File: src/rtl/dna_pkg.sv
// Shared types and constants for the DNA k-mer matcher.
//   BASE_A/C/G/T : 2-bit base encodings
//   base_t       : one encoded base
//   state_t      : matcher FSM states
//   DEB_CYC      : cycles a synchronised button level must hold to be accepted
package dna_pkg;

  typedef logic [1:0] base_t;

  localparam base_t BASE_A = 2'b00;
  localparam base_t BASE_C = 2'b01;
  localparam base_t BASE_G = 2'b10;
  localparam base_t BASE_T = 2'b11;

  localparam int unsigned DEB_CYC = 16;

  typedef enum logic [1:0] {
    IDLE = 2'd0,
    LOAD = 2'd1,
    SCAN = 2'd2,
    DONE = 2'd3
  } state_t;

endpackage

File: src/rtl/dna_kmer_matcher_step_pulse_gen.sv
// Button conditioner: 2-FF synchroniser, debounce, rising-edge pulse.
//   clk        : system clock
//   reset      : synchronous, active-low
//   button     : raw asynchronous push button
//   step_pulse : one-cycle pulse per debounced rising edge
module step_pulse_gen
  import dna_pkg::*;
(
  input  logic clk,
  input  logic reset,
  input  logic button,
  output logic step_pulse
);

  localparam int unsigned DEB_W = $clog2(DEB_CYC + 1);

  logic             sync_q1;
  logic             sync_q2;
  logic             stable_lvl;
  logic [DEB_W-1:0] deb_cnt;

  // Count consecutive cycles the synchronised level differs from the
  // accepted level; any bounce back restarts the count.
  always_ff @(posedge clk) begin
    if (!reset) begin
      sync_q1    <= 1'b0;
      sync_q2    <= 1'b0;
      stable_lvl <= 1'b0;
      deb_cnt    <= '0;
      step_pulse <= 1'b0;
    end else begin
      sync_q1    <= button;
      sync_q2    <= sync_q1;
      step_pulse <= 1'b0;
      if (sync_q2 == stable_lvl) begin
        deb_cnt <= '0;
      end else if (deb_cnt == DEB_W'(DEB_CYC - 1)) begin
        stable_lvl <= sync_q2;
        deb_cnt    <= '0;
        step_pulse <= sync_q2;
      end else begin
        deb_cnt <= deb_cnt + DEB_W'(1);
      end
    end
  end

endmodule

File: src/rtl/dna_kmer_matcher.sv
// Streaming k-mer matcher: loads a K-base query, slides a K-base window over
// REF_LEN reference bases and reports windows with at most MAX_MM mismatches.
// Optional feature macro: BEST_HIT_EN (adds best_pos/best_mm outputs).
//   clk, reset          : clock, synchronous active-low reset
//   start               : begin query load (IDLE only)
//   step_mode, button   : single-step scan gated by debounced button
//   q_valid, q_base     : query base input (LOAD only)
//   ref_valid, ref_base : reference base input, taken when ref_ready
//   ref_ready           : reference base accepted this cycle
//   hit_valid/pos/mm    : registered hit report
//   busy, done          : outside IDLE / scan-end pulse
//   best_pos, best_mm   : best window of the last scan (BEST_HIT_EN)
module dna_kmer_matcher
  import dna_pkg::*;
#(
  parameter int unsigned K       = 8,
  parameter int unsigned REF_LEN = 64,
  parameter int unsigned MAX_MM  = 1,
  parameter int unsigned POS_W   = $clog2(REF_LEN),
  parameter int unsigned MM_W    = $clog2(K + 1)
) (
  input  logic             clk,
  input  logic             reset,
  input  logic             start,
  input  logic             step_mode,
  input  logic             button,
  input  logic             q_valid,
  input  logic [1:0]       q_base,
  input  logic             ref_valid,
  input  logic [1:0]       ref_base,
  output logic             ref_ready,
  output logic             hit_valid,
  output logic [POS_W-1:0] hit_pos,
  output logic [MM_W-1:0]  hit_mm,
`ifdef BEST_HIT_EN
  output logic [POS_W-1:0] best_pos,
  output logic [MM_W-1:0]  best_mm,
`endif
  output logic             busy,
  output logic             done
);

  localparam int unsigned CNT_W  = $clog2(REF_LEN + 1);
  localparam int unsigned LCNT_W = $clog2(K);
  localparam int unsigned SEQ_W  = 2 * K;

  state_t             state, state_next;
  logic [SEQ_W-1:0]   query, query_next;
  logic [SEQ_W-1:0]   window, window_next;
  logic [LCNT_W-1:0]  load_cnt, load_cnt_next;
  logic [CNT_W-1:0]   acc_cnt, acc_cnt_next;
  logic               step_pulse;
  logic               win_eval;
  logic [MM_W-1:0]    mm_c;
  logic [POS_W-1:0]   hit_pos_c;
  logic               hit_c;
  logic               ref_ready_next;

  step_pulse_gen u_step (
    .clk        (clk),
    .reset      (reset),
    .button     (button),
    .step_pulse (step_pulse)
  );

  // State and datapath registers.
  always_ff @(posedge clk) begin
    if (!reset) begin
      state     <= IDLE;
      query     <= '0;
      window    <= '0;
      load_cnt  <= '0;
      acc_cnt   <= '0;
      ref_ready <= 1'b0;
      hit_valid <= 1'b0;
      hit_pos   <= '0;
      hit_mm    <= '0;
      busy      <= 1'b0;
      done      <= 1'b0;
    end else begin
      state     <= state_next;
      query     <= query_next;
      window    <= window_next;
      load_cnt  <= load_cnt_next;
      acc_cnt   <= acc_cnt_next;
      ref_ready <= ref_ready_next;
      hit_valid <= hit_c;
      if (hit_c) begin
        hit_pos <= hit_pos_c;
        hit_mm  <= mm_c;
      end
      busy      <= (state_next != IDLE);
      done      <= (state_next == DONE);
    end
  end

  // Next-state and datapath update. Newest base enters at the top slot so
  // that after K shifts slot 0 holds the oldest (first) base.
  always_comb begin
    state_next    = state;
    query_next    = query;
    window_next   = window;
    load_cnt_next = load_cnt;
    acc_cnt_next  = acc_cnt;
    win_eval      = 1'b0;

    case (state)
      IDLE: begin
        if (start) begin
          state_next    = LOAD;
          query_next    = '0;
          window_next   = '0;
          load_cnt_next = '0;
          acc_cnt_next  = '0;
        end
      end
      LOAD: begin
        if (q_valid) begin
          query_next = {q_base, query[SEQ_W-1:2]};
          if (load_cnt == LCNT_W'(K - 1)) begin
            state_next    = SCAN;
            load_cnt_next = '0;
          end else begin
            load_cnt_next = load_cnt + LCNT_W'(1);
          end
        end
      end
      SCAN: begin
        if (ref_valid && ref_ready) begin
          window_next  = {ref_base, window[SEQ_W-1:2]};
          acc_cnt_next = acc_cnt + CNT_W'(1);
          win_eval     = (acc_cnt_next >= CNT_W'(K));
          if (acc_cnt_next == CNT_W'(REF_LEN)) begin
            state_next = DONE;
          end
        end
      end
      DONE: begin
        state_next = IDLE;
      end
      default: begin
        state_next = IDLE;
      end
    endcase

    // Mismatch count of the window as it will stand after this edge.
    mm_c = '0;
    for (int unsigned i = 0; i < K; i++) begin
      if (window_next[2*i +: 2] != query[2*i +: 2]) begin
        mm_c = mm_c + MM_W'(1);
      end
    end
    hit_pos_c = POS_W'(acc_cnt_next - CNT_W'(K));
    hit_c     = win_eval && (mm_c <= MM_W'(MAX_MM));

    // Ready is registered: decided from the state we are moving into.
    ref_ready_next = (state_next == SCAN) && (step_mode ? step_pulse : 1'b1);
  end

`ifdef BEST_HIT_EN
  logic best_seen;

  // Lowest mismatch wins; strict compare keeps the earliest on a tie.
  always_ff @(posedge clk) begin
    if (!reset) begin
      best_seen <= 1'b0;
      best_pos  <= '0;
      best_mm   <= '0;
    end else if (state == IDLE && start) begin
      best_seen <= 1'b0;
    end else if (win_eval && (!best_seen || mm_c < best_mm)) begin
      best_seen <= 1'b1;
      best_pos  <= hit_pos_c;
      best_mm   <= mm_c;
    end
  end
`endif

endmodule

File: config.mk
export PLATFORM = sky130hd
export DESIGN_NAME = dna_kmer_matcher
export DESIGN_NICKNAME = d
export VERILOG_FILES = /design/src/rtl/dna_pkg.sv /design/src/rtl/dna_kmer_matcher_step_pulse_gen.sv /design/src/rtl/dna_kmer_matcher.sv
export SDC_FILE = /design/constraint.sdc
export NUM_CORES = 1
export LEC_CHECK = 0
export CELL_PAD_IN_SITES_DETAIL_PLACEMENT = 0
export CELL_PAD_IN_SITES_GLOBAL_PLACEMENT = 1
export CORE_MARGIN = 10
export CORE_UTILIZATION = 35
export DETAILED_ROUTE_END_ITERATION = 10
export PLACE_DENSITY = 0.7
export SYNTH_ARGS = -nofsm -noshare
export SYNTH_HDL_FRONTEND = slang
export SYNTH_SLANG_ARGS = --single-unit
File: constraint.sdc
create_clock -name clk -period 9.77 [get_ports clk]
set_input_delay 1.954 -clock clk [delete_from_list [all_inputs] [get_ports clk]]
set_output_delay 1.954 -clock clk [all_outputs]
set_load 0.1 [all_outputs]
==> impl_metrics.json, run 1 <==
{
  "status": "completed",
  "final_nets": 488,
  "end_kind": "flip-flop",
  "r2r_setup_slack_ps": 3090,
  "track_usage_pct": 12.2,
  "ir_drop_mv": 0.0991,
  "synth_top_area_share_pct": 35.6,
  "r2r_end": "hit_pos[1]",
  "clock_path_buffers": 2,
  "dr.pass1.iters": 4,
  "slew_violations": 0,
  "dpl_cell_area_um2": 4100,
  "min_delay_worst_endpoint": "u_step.sync_q2",
  "synth-seq-cells": 67,
  "worstPathArrival_ps": 8570,
  "clkLatencyLatePin_ps": 350,
  "design_area_um2": 4320,
  "via_per_inst": 5.29,
  "syn_area_um2": 3760,
  "hold_class": "flip-flop to flip-flop",
  "grt_pass1_wl_mm": 14.9,
  "antenna_found_initial": 0,
  "netlist_top_cells_area": "dfxtp_1 (36%), nand2_1 (5.9%), a21oi_1 (5.5%), nand3_1 (4.8%), ha_1 (4.3%)",
  "core_um2": 10400,
  "critPathTopFamily": "simple AND/OR/NAND/NOR gates",
  "die_area_um2": 15300,
  "hold_path_depth": 1,
  "synth_edf_count": 0,
  "wire_per_inst_um": 14.6,
  "slowest_delay_ps": 540,
  "slowest_stage": "or3b_1",
  "start_kind": "input port",
  "yosysSeqAreaShare_pct": 35.6,
  "async_flop_share_pct": 0,
  "clockRootBuffer": "clkbuf_8",
  "synth-main-ff-cell": "dfxtp_1",
  "post-route-drc-count": 0,
  "r2r_cells": 28,
  "clock-sinks": 67,
  "crit_type": "input port to flip-flop",
  "grt_max_degree": 37,
  "p_leak_nw": 1.82,
  "synth_top_area_cell": "dfxtp_1",
  "timing.rr.start": "state[1]",
  "crit_required_ps": 10000,
  "globalRouteOverflowTotal": 0,
  "ios": 25,
  "drive_gt1_share_pct": 7.89,
  "crit_top_cell": "ha_1",
  "cts_setup_buffers": 0,
  "maxCapViolCount": 0,
  "skew_ps": 10.9,
  "clk_pin_slew_ps": 70,
  "fp.dieH_um": 124,
  "synth_cells": 448,
  "gp_congestion": 0.755,
  "synth_area_per_cell_um2": 8.40,
  "htree_levels": 3,
  "rows": 37,
  "dpl.hpwl_mm": 6.35,
  "ys_warn_count": 0,
  "cts_buffers": 9,
  "post_synth_num_cell_types": 62,
  "worst-path-buf-inv": 3,
  "synthesis.nets": 472,
  "ant_nets": 0,
  "io_buffers": 24,
  "cts_hold_buffers": 0,
  "antenna_cells": 0,
  "drtIter0Drc": 184,
  "ctsResizeCount": 0,
  "cts_tree": "built",
  "drt_wl_total_mm": 8.81,
  "rsz0062_at_grt": "false",
  "finalCritPeriodShare_pct": 85.4,
  "slew_headroom_pct": 34.0,
  "vias": 3198,
  "setup_violations": 0,
  "hold_viol": 0,
  "fin_tns_setup_ps": 0,
  "crit_cells": 29,
  "die_w_um": 124,
  "period_minus_slack_ps": 8340,
  "max_freq_mhz": 120,
  "power_density_nw_per_um2": 127,
  "floorplan.initialDensity_pct": 36.1,
  "path_max_fanout": 18,
  "syn2layout_area_growth_pct": 14.7,
  "worst_pin_slew_ps": 986,
  "grt_pass1_vias": 2980,
  "min-delay-start": "u_step.sync_q1"
}
==> logic make-up after synthesis <==
logic type | synth area share (%)
compound gates | 21.7
xor+xnor | 7.18
fa+ha+maj | 4.32
buf+inv | 4.25
flops | 35.6
mux | 2.43
simple gates | 24.5
==> sequential cells by signal, indices dropped and copies added, names as in the netlist, 2 cells and up <==
signal,flops
load_cnt,3
acc_cnt,7
window,16
hit_mm,4
hit_pos,6
u_step.deb_cnt,5
state,2
query,16
==> per-stage QoR <==
| stage | hold slack [ps] | setup WS (ps) | util [%] | total power, W | std cells |
|---|---|---|---|---|---|
| 2_1_floorplan | 412 | 2190 | - | 0.000303 | 448 |
| 3_3_place_gp | 422 | 1250 | 39.4 | 0.000314 | 589 |
| 3_5_place_dp | 422 | 1080 | 39.4 | 0.000314 | 589 |
| 4_1_cts | 450 | 1430 | 41.4 | 0.000558 | 605 |
| 5_1_grt | 458 | 979 | 41.4 | 0.000572 | 605 |
| 6_report | 447 | 1430 | 41.4 | 0.000550 | 605 |
==> routing by layer <==
layer | track usage (%) | part of all wire [%]
met4 | 4.66 | 1.3
met1 | 15.9 | 49
met5 | 0 | 0
met3 | 3.39 | 3.1
met2 | 18.6 | 46
==> synth_stat cells, types with 3 or more instances <==
master	count
a221oi_1	4
buf_2	5
xor2_1	9
xnor2_1	11
o211a_1	3
and3_1	17
inv_1	13
nor3_1	6
a22o_1	7
mux2i_1	8
dfxtp_1	67
o21ai_0	9
ha_1	13
o21a_1	5
nand2_1	59
or2_2	4
and2_1	17
a21o_1	8
nor2b_1	4
clkbuf_1	14
o211ai_1	8
nand3_1	36
nor2_1	26
a21boi_0	3
a21oi_1	41
==> how the worst max path moves through the flow <==
stage,from,to
after floorplan,start,hit_pos[1]
after global placement,start,hit_pos[1]
after detailed placement,start,hit_pos[1]
after CTS,start,hit_pos[1]
after global routing,start,hit_pos[1]
final,start,hit_pos[1]
==> power by group <==
group / total, W / leakage (nW) / internal, W / switching, W
combinational: 0.0000309 / 1.17 / 0.00000966 / 0.0000213
sequential: 0.000276 / 0.541 / 0.000275 / 0.00000172
clock: 0.000242 / 0.108 / 0.000138 / 0.000104
total: 0.000550 / 1.82 / 0.000422 / 0.000127
==> cell type report <==
type                       count  area (µm²)
inverter                      14        52.6
clock buffer                  12         165
clock inverter                 4        47.5
tap                          136         170
timing repair buffer          28         270
multi-input combinational    344        2270
fill                        1081        6100
sequential                    67        1340
==> placed cells by master, fill, tap and decap left out, types with 3 or more instances in the layout <==
cell,n
inv_1,13
o211a_1,3
xor2_1,9
clkdlybuf4s50_1,24
o21ai_0,9
o211ai_1,8
xnor2_1,11
nor3_1,6
a21o_1,8
o21a_1,5
ha_1,13
or2_2,4
dfxtp_1,67
buf_4,4
a22o_1,7
a221oi_1,4
and2_1,17
nand2_1,59
nor2_1,26
nand3_1,36
and3_1,17
nor2b_1,3
clkbuf_8,12
a21oi_1,40
mux2i_1,8
a21boi_0,3
No activity file was read; power rests on OpenSTA's default activity.
==> inputs of run 2 (changes only) <==
--- a/config.mk
+++ b/config.mk
@@ -5,12 +5,15 @@
 export SDC_FILE = /design/constraint.sdc
 export NUM_CORES = 1
 export LEC_CHECK = 0
+export ABC_CLOCK_PERIOD_IN_PS = 9770
 export CELL_PAD_IN_SITES_DETAIL_PLACEMENT = 0
 export CELL_PAD_IN_SITES_GLOBAL_PLACEMENT = 1
 export CORE_MARGIN = 10
 export CORE_UTILIZATION = 35
+export CTS_CLUSTER_DIAMETER = 200
 export DETAILED_ROUTE_END_ITERATION = 10
 export PLACE_DENSITY = 0.7
 export SYNTH_ARGS = -nofsm -noshare
 export SYNTH_HDL_FRONTEND = slang
 export SYNTH_SLANG_ARGS = --single-unit
+export TNS_END_PERCENT = 1
==> results of run 2 <==
No change in the layout: final DEF, timing and power equal those of run 1.
==> inputs of run 3 (changes only) <==
--- a/config.mk
+++ b/config.mk
@@ -13,6 +13,7 @@
 export CTS_CLUSTER_DIAMETER = 200
 export DETAILED_ROUTE_END_ITERATION = 10
 export PLACE_DENSITY = 0.7
+export SKIP_LAST_GASP = 1
 export SYNTH_ARGS = -nofsm -noshare
 export SYNTH_HDL_FRONTEND = slang
 export SYNTH_SLANG_ARGS = --single-unit
==> results of run 3 <==
No change in the layout: final DEF, timing and power equal those of run 1.
